### src/rtl/uart_pkt_deframer.sv
// Parses SYNC/CMD/LEN/payload/CHK packets from the UART byte stream into tagged 16-bit words.
// Words are queued in a small FIFO; checksum, command, timeout and overflow errors are reported.
module uart_pkt_deframer #(
    parameter int FIFO_DEPTH = 4,
    parameter int TIMEOUT_CYC = 100000,
    parameter logic [7:0] SYNC_BYTE = 8'hA5
) (
    input  logic        clk,
    input  logic        reset,
    input  logic [7:0]  RxData,
    input  logic        isNewData,
    output logic [15:0] word_data,
    output logic        word_is_wt,
    output logic [1:0]  word_pe,
    output logic        word_valid,
    input  logic        word_ready,
    output logic        pkt_done,
    output logic        pkt_err,
    output logic [2:0]  err_code,
    output logic        busy,
    output logic [2:0]  state_tap
);

    localparam int AW = $clog2(FIFO_DEPTH);
    localparam int TW = $clog2(TIMEOUT_CYC + 1);

    typedef enum logic [2:0] {
        IDLE   = 3'd0,
        CMD    = 3'd1,
        LEN    = 3'd2,
        PAY_HI = 3'd3,
        PAY_LO = 3'd4,
        CHK    = 3'd5
    } stateT;

    stateT       state, stateNext;
    logic        isWt, isWtNext;
    logic [1:0]  pe, peNext;
    logic [7:0]  remaining, remainingNext;
    logic [7:0]  hiByte, hiByteNext;
    logic [7:0]  checksum, checksumNext;
    logic        overflow, overflowNext;
    logic [TW-1:0] toCount, toCountNext;
    logic        doneNext, errNext;
    logic [2:0]  errCodeNext;
    logic        pushReq;
    logic [15:0] pushWord;

    logic [18:0]   mem [FIFO_DEPTH];
    logic [AW-1:0] wrPtr, rdPtr;
    logic [AW:0]   count;
    logic          full, doPop, doPush;
    logic [18:0]   head;

    assign full   = (count == (AW+1)'(FIFO_DEPTH));
    assign doPop  = word_valid && word_ready;
    // A full FIFO still takes a word when the head leaves on the same edge
    assign doPush = pushReq && (!full || doPop);

    assign head       = mem[rdPtr];
    assign word_valid = (count != '0);
    assign word_data  = word_valid ? head[15:0] : 16'h0000;
    assign word_pe    = word_valid ? head[17:16] : 2'b00;
    assign word_is_wt = word_valid ? head[18] : 1'b0;
    assign busy       = (state != IDLE);
    assign state_tap  = state;

    always_comb begin
        stateNext     = state;
        isWtNext      = isWt;
        peNext        = pe;
        remainingNext = remaining;
        hiByteNext    = hiByte;
        checksumNext  = checksum;
        overflowNext  = overflow;
        toCountNext   = toCount;
        doneNext      = 1'b0;
        errNext       = 1'b0;
        errCodeNext   = err_code;
        pushReq       = 1'b0;
        pushWord      = {hiByte, RxData};

        if (isNewData)
            toCountNext = '0;
        else if (state != IDLE)
            toCountNext = toCount + TW'(1);

        if (isNewData) begin
            case (state)
                IDLE: begin
                    if (RxData == SYNC_BYTE) begin
                        stateNext    = CMD;
                        overflowNext = 1'b0;
                    end
                end
                CMD: begin
                    if (RxData[7:4] == 4'h0 && (RxData[1:0] == 2'b01 || RxData[1:0] == 2'b10)) begin
                        isWtNext     = (RxData[1:0] == 2'b01);
                        peNext       = RxData[3:2];
                        checksumNext = RxData;
                        stateNext    = LEN;
                    end else begin
                        errNext     = 1'b1;
                        errCodeNext = 3'd2;
                        stateNext   = IDLE;
                    end
                end
                LEN: begin
                    remainingNext = RxData;
                    checksumNext  = checksum ^ RxData;
                    stateNext     = (RxData == 8'd0) ? CHK : PAY_HI;
                end
                PAY_HI: begin
                    hiByteNext   = RxData;
                    checksumNext = checksum ^ RxData;
                    stateNext    = PAY_LO;
                end
                PAY_LO: begin
                    pushReq       = 1'b1;
                    checksumNext  = checksum ^ RxData;
                    remainingNext = remaining - 8'd1;
                    stateNext     = (remaining == 8'd1) ? CHK : PAY_HI;
                end
                CHK: begin
                    stateNext = IDLE;
                    if (overflow) begin
                        errNext     = 1'b1;
                        errCodeNext = 3'd4;
                    end else if (checksum != RxData) begin
                        errNext     = 1'b1;
                        errCodeNext = 3'd1;
                    end else begin
                        doneNext    = 1'b1;
                        errCodeNext = 3'd0;
                    end
                end
                default: stateNext = IDLE;
            endcase
        end else if (state != IDLE && toCount == TW'(TIMEOUT_CYC - 1)) begin
            stateNext   = IDLE;
            errNext     = 1'b1;
            errCodeNext = 3'd3;
            toCountNext = '0;
        end

        if (pushReq && full && !doPop)
            overflowNext = 1'b1;
    end

    always_ff @(posedge clk) begin
        if (reset) begin
            state     <= IDLE;
            isWt      <= 1'b0;
            pe        <= 2'b00;
            remaining <= 8'd0;
            hiByte    <= 8'd0;
            checksum  <= 8'd0;
            overflow  <= 1'b0;
            toCount   <= '0;
            pkt_done  <= 1'b0;
            pkt_err   <= 1'b0;
            err_code  <= 3'd0;
        end else begin
            state     <= stateNext;
            isWt      <= isWtNext;
            pe        <= peNext;
            remaining <= remainingNext;
            hiByte    <= hiByteNext;
            checksum  <= checksumNext;
            overflow  <= overflowNext;
            toCount   <= toCountNext;
            pkt_done  <= doneNext;
            pkt_err   <= errNext;
            err_code  <= errCodeNext;
        end
    end

    always_ff @(posedge clk) begin
        if (reset) begin
            wrPtr <= '0;
            rdPtr <= '0;
            count <= '0;
        end else begin
            if (doPush)
                wrPtr <= wrPtr + AW'(1);
            if (doPop)
                rdPtr <= rdPtr + AW'(1);
            if (doPush && !doPop)
                count <= count + (AW+1)'(1);
            else if (doPop && !doPush)
                count <= count - (AW+1)'(1);
        end
    end

    // Storage needs no reset: the outputs are masked while the FIFO is empty
    always_ff @(posedge clk) begin
        if (doPush && !reset)
            mem[wrPtr] <= {isWt, pe, pushWord};
    end

endmodule

### config.mk
export PLATFORM = sky130hd
export DESIGN_NAME = uart_pkt_deframer
export DESIGN_NICKNAME = d
export VERILOG_FILES = /design/src/rtl/uart_pkt_deframer.sv
export SDC_FILE = /design/constraint.sdc
export NUM_CORES = 1
export LEC_CHECK = 0
export ABC_CLOCK_PERIOD_IN_PS = 2400
export CAP_MARGIN = 0
export CELL_PAD_IN_SITES_DETAIL_PLACEMENT = 1
export CELL_PAD_IN_SITES_GLOBAL_PLACEMENT = 1
export CORE_MARGIN = 4
export CORE_UTILIZATION = 30
export DETAILED_ROUTE_END_ITERATION = 10
export MAX_ROUTING_LAYER = met4
export PLACE_DENSITY_LB_ADDON = 0.1
export SLEW_MARGIN = 20
export SYNTH_ARGS = -nofsm -noshare
export SYNTH_HDL_FRONTEND = slang
export SYNTH_SLANG_ARGS = --single-unit
### constraint.sdc
create_clock -name clk -period 2.4 [get_ports clk]
set_input_delay 0.6 -clock clk [delete_from_list [all_inputs] [get_ports clk]]
set_output_delay 0.6 -clock clk [all_outputs]
set_load 0.01 [all_outputs]
---- Word level (Yosys, flattened, before mapping) ----
Memory sizes are Yosys's and may differ from the RTL's. A register that Yosys moved wholly into a read port is not among the register bits.
Cells that the tools add are included.
operators by class
  bitwise gates (word level) .............. 3
  $mul .................................... 0
  mux-type cells .......................... 42
  $lt $le $gt $ge ......................... 0
  eq/ne operators ......................... 16
  add/sub/neg operators ................... 6
  shift operators ......................... 0
  reduce and logical (&&, ||, !) cells .... 36
  div/mod/pow operators ................... 0
operator list
  cell                                                                count
  17-bit 2-to-1 mux                                                   4
  3-bit 2-to-1 mux                                                    11
  8-bit case mux with 2 select lines                                  2
  17-bit by 1-bit adder with 17-bit output, second input constant     1
  17-bit == test, second input constant                               1
  1-bit 2-to-1 mux                                                    16
  16-bit 2-to-1 mux                                                   1
  3-bit case mux with 5 select lines                                  1
  2-bit nonzero test                                                  7
  3-bit AND reduction                                                 4
  3-bit == test, second input constant                                3
  1-bit logical AND                                                   9
  8-bit by 1-bit == test with 1-bit output, second input constant     1
  8-bit == test, second input constant                                1
  8-bit zero test                                                     1
  2-bit 2-to-1 mux                                                    4
  8-bit 2-to-1 mux                                                    1
  8-bit != test                                                       1
  8-bit by 1-bit subtractor with 8-bit output, second input constant  1
  8-bit bitwise XOR                                                   1
  3-bit by 2-bit == test with 1-bit output, second input constant     2
  3-bit != test, second input constant                                2
  3-bit case mux with 2 select lines                                  1
  2-bit AND reduction                                                 3
  other kinds (17)                                                    24
storage, ports and cells
  output and inout bits ................... 29
  input bits .............................. 12
  bits in writable memories ............... 76
  memory bits (read-only) ................. 0
  latch bits .............................. 0
  register bits after elaboration ......... 60
  memories kept ........................... 1
memory list
  name  words  bits a word  rd ports  clocked after memory_dff  wr ports  RTL line  text
  mem   4      19           1         1                         1         49        logic [18:0] mem [FIFO_DEPTH];

---- Logic depth before layout (Yosys ltp) ----
Gate-level depths: netlist of run 1.
  depth after elaboration ................. 8
  gate-level depth with buffers ........... 9
  depth with buffers taken out ............ 8

---- Worst setup path before layout of run 1 ----
OpenSTA, ideal clock, no wires.
  path kind ............................... input to register
  start ................................... input port isNewData
  end ..................................... register count[2]
  stages .................................. 9
  slack ................................... -118 ps
  data arrival time ....................... 2448 ps
  data required time ...................... 2330 ps
  cell sequence ........................... clkbuf_1 nand4bb_1 nor2_1 ha_1 inv_1 fa_1 xor2_1 or3_1 a21oi_1
between the ends
  cells in the longest elaborated chain, start to end .. 5
  elaborated cells on any way between the ends .. 7
  those cells by class .................... mux: 2; reduce/logical: 5
RTL lines
  item                                 RTL line  text
  from (decl)                          11        input logic isNewData,
  1-bit 2-to-1 mux *                   88        if (isNewData) begin
  1-bit logical AND *                  58        assign doPush = pushReq && (!full || doPop);
  1-bit zero test                      190       else if (doPop && !doPush)
  1-bit logical AND                    190
  2-bit nonzero test (no source line)  -
  to (signal assigned)                 189       count <= count + (AW+1)'(1);
  to (signal assigned)                 191       count <= count - (AW+1)'(1);
  to (decl)                            51        logic [AW:0] count;
Every way passes the cells marked *; elsewhere a longest branch is shown, timed or not.
A chain may end at the register's enable or synchronous reset.

==> flow_summary.ini, run 1 <==
[outcome]
outcome = finished, violations left
violations = setup timing

[cells_and_area]
finish.instance_area_um2 = 8050
antenna_cells = 0
synthToLayoutAreaGrowth_pct = 26.9
drive_above_1_share_pct = 26.3
nNetsFinal = 656
instances_no_fill = 916

[floorplanning]
fp.dieH_um = 153
die_x_um = 153
ioPinCount = 41
num_rows = 52
initial_core_util_pct = 30.9
die-area_um2 = 23500
core_area_um2 = 20500

[logic_synthesis]
synth_most_common_cell = edfxtp_1
synthDominantCellAreaShare_pct = 36.0
syn_avg_cell_area_um2 = 11.8
ys_top_cells_by_count = edfxtp_1, dfxtp_1, nand2_1, nor2_1, xor2_1
ys_ff_latch = 138
synth_cells = 536
synth_edf_count = 76
synth_cell_types = 58
yosys_warnings = 0
yosysTopAreaCell = edfxtp_1
ys_seq_area_share_pct = 55.6
synthFlopType = edfxtp_1
synthArstFlopShare_pct = 0
synth.area.top_cells = edfxtp_1, dfxtp_1, mux4_2
synth_fp_nets = 559
synthesis.area_um2 = 6340

[cts]
htreeDepth = 4
clockBufferDepth = 2
cts.sinks = 138
cts_tree = built
numCtsBuffers = 17
clk_latency_ns = 0.41
clk_pin_slew_ns = 0.06
cts-root-buf = clkbuf_16

[power_and_ir_drop]
leakagePower_nw = 2.93
fin_total_pwr_mw = 6.19
ir_worst_vdd_uv = 442
power_density_nw_per_um2 = 769

[critical_path]
crit_fanout = 5
end_kind = primary output
cp-start-kind = flip-flop
cp.required_ns = 1.80
critPathKind = flip-flop to primary output
worstPathArrival_ns = 1.81

[place]
dp_cells = 877
hpwl_mm = 11.0
port_buffers = 40
place_area_um2 = 7440
place_congestion = 0.779

[global_routing]
grt_pass1_vias = 4881
grt_antenna_before_repair = 0
grt_max_degree = 46
groute.usage.overall_pct = 15.0
grt_overflow = 0
grt_first_pass_wirelength_mm = 27.1

[sta]
setup-violations-final = 2
rsz0062_at_grt = true
finalCritPeriodShare_pct = 100
min_period_ns = 2.41
clock-skew-final_ns = 0.00972
post-route-worst-setup-slack_ns = -0.00651
max_freq_mhz = 416
finalSetupTns_ns = -0.0117
hold_violations = 0
worst_pin_slew_ns = 0.525
slew_headroom_pct = 65.0
slew_violations = 0

[routing]
wirelength_mm = 16.4
dr.first_iter.drc_count = 215
ant_nets = 0
drtPass1Iterations = 5
vias = 4497
avgRoutedWirePerCell_um = 17.9
post_drt_via_cell_ratio = 4.91
drc_errors = 0

[worst_hold_path]
min_path_type = flip-flop to flip-flop

[job]
max_cap_viol_count = 0
## metrics by stage
stage | setup WS, ns | hold WS [ns] | utilization (%)
6_report | -0.00651 | 0.488 | 39.3
5_1_grt | -0.101 | 0.512 | 39.3
4_1_cts | -0.118 | 0.500 | 39.4
3_5_place_dp | -0.425 | 0.489 | 36.3
3_3_place_gp | -0.343 | 0.481 | 36.3
2_1_floorplan | 0.0234 | 0.454 | -
## flip-flops by register name, summed over array words and instances, names as in the netlist, named ones only
name / flops
pe: 2
mem: 76
checksum: 8
remaining: 8
isWt: 1
rdPtr: 2
count: 3
pkt_done: 1
overflow: 1
hiByte: 8
pkt_err: 1
wrPtr: 2
err_code: 3
toCount: 17
state_tap: 3
## path summary, 6_finish.rpt
path	to	slack (ns)	depth (start not counted)	start
hold / removal	err_code[0]	0.49	2	err_code[0]
setup reg to reg	count[2]	0.21	8	state_tap[1]
hold reg to reg	err_code[0]	0.49	2	err_code[0]
setup / recovery	word_data[13]	-0.007	5	flip-flop
## kinds of logic after synthesis
family | share of synthesized area (%)
DFF | 55.6
xor gates and xnor gates | 5.39
buffers and inverters | 3.79
muxes | 9.11
adders and majority gates | 2.29
and+or+nand+nor | 14.3
AOI/OAI and AO/OA | 9.61
## area by class of cell
| type | instances | area [um^2] |
|---|---|---|
| multi-input cells | 351 | 2610 |
| fillers | 2250 | 12400 |
| inverters | 15 | 56.3 |
| clock buffers | 19 | 433 |
| repair buffers | 110 | 987 |
| well taps | 270 | 338 |
| clock inverters | 13 | 96.3 |
| flip-flops and latches | 138 | 3530 |
## per-layer routing
layer / global-route usage, % / share of wire (%) / vias to the layer above
met4: 3.57 / 0.82 / 0
met2: 25.3 / 51 / 53
met3: 3.51 / 2.3 / 10
met1: 18.4 / 46 / 2268
met5: - / 0 / -
li1: - / - / 2166
## power by group
group	total, mW	internal, mW	switching, mW
logic	1.31	0.709	0.604
registers	2.54	2.51	0.0265
clock network	2.34	1.32	1.02
## critical path, stage by stage (launching register included)
cell	delay [ns]
dfxtp_4	0.37
buf_6	0.15
buf_6	0.11
mux4_2	0.49
and2_4	0.17
buf_6	0.11
## timing repair
item,CTS,global route
setup buffers,6,1
pin swaps,10,2
resized for setup,103,4
cloned,3,0
hold buffers,0,0
endpoints found under the setup margin,22,21
## cells in the final DEF, fill, tap and decap left out, types with 6 or more instances in the layout
cell type        synthesis  layout
ha_1                    10       9
nand3_1                 13      13
clkdlybuf4s50_1          0      17
and2_1                  23      14
nand2_1                 49      48
edfxtp_1                76      76
xnor2_1                  8       8
nor3_1                   8       8
dfxtp_1                 62      60
nor2b_1                  6       6
clkbuf_16                0      17
mux2_2                   8       8
and2_4                   0       9
mux4_2                  19      19
nor2_1                  45      44
buf_4                    6      60
and3_1                   7       7
inv_1                   15      15
mux2i_1                  6       6
o21ai_0                 27      27
a21oi_1                 23      22
a221oi_1                 7       7
buf_6                    3      10
buf_2                    7      13
xor2_1                  31      31
Power figures use the tool's default switching activity.
==> run 2: changes to the inputs <==
GPL_ROUTABILITY_DRIVEN = 0   (was not set)
==> results of run 2 <==
Same layout as run 1: the final DEF is identical, and so are final timing and power.
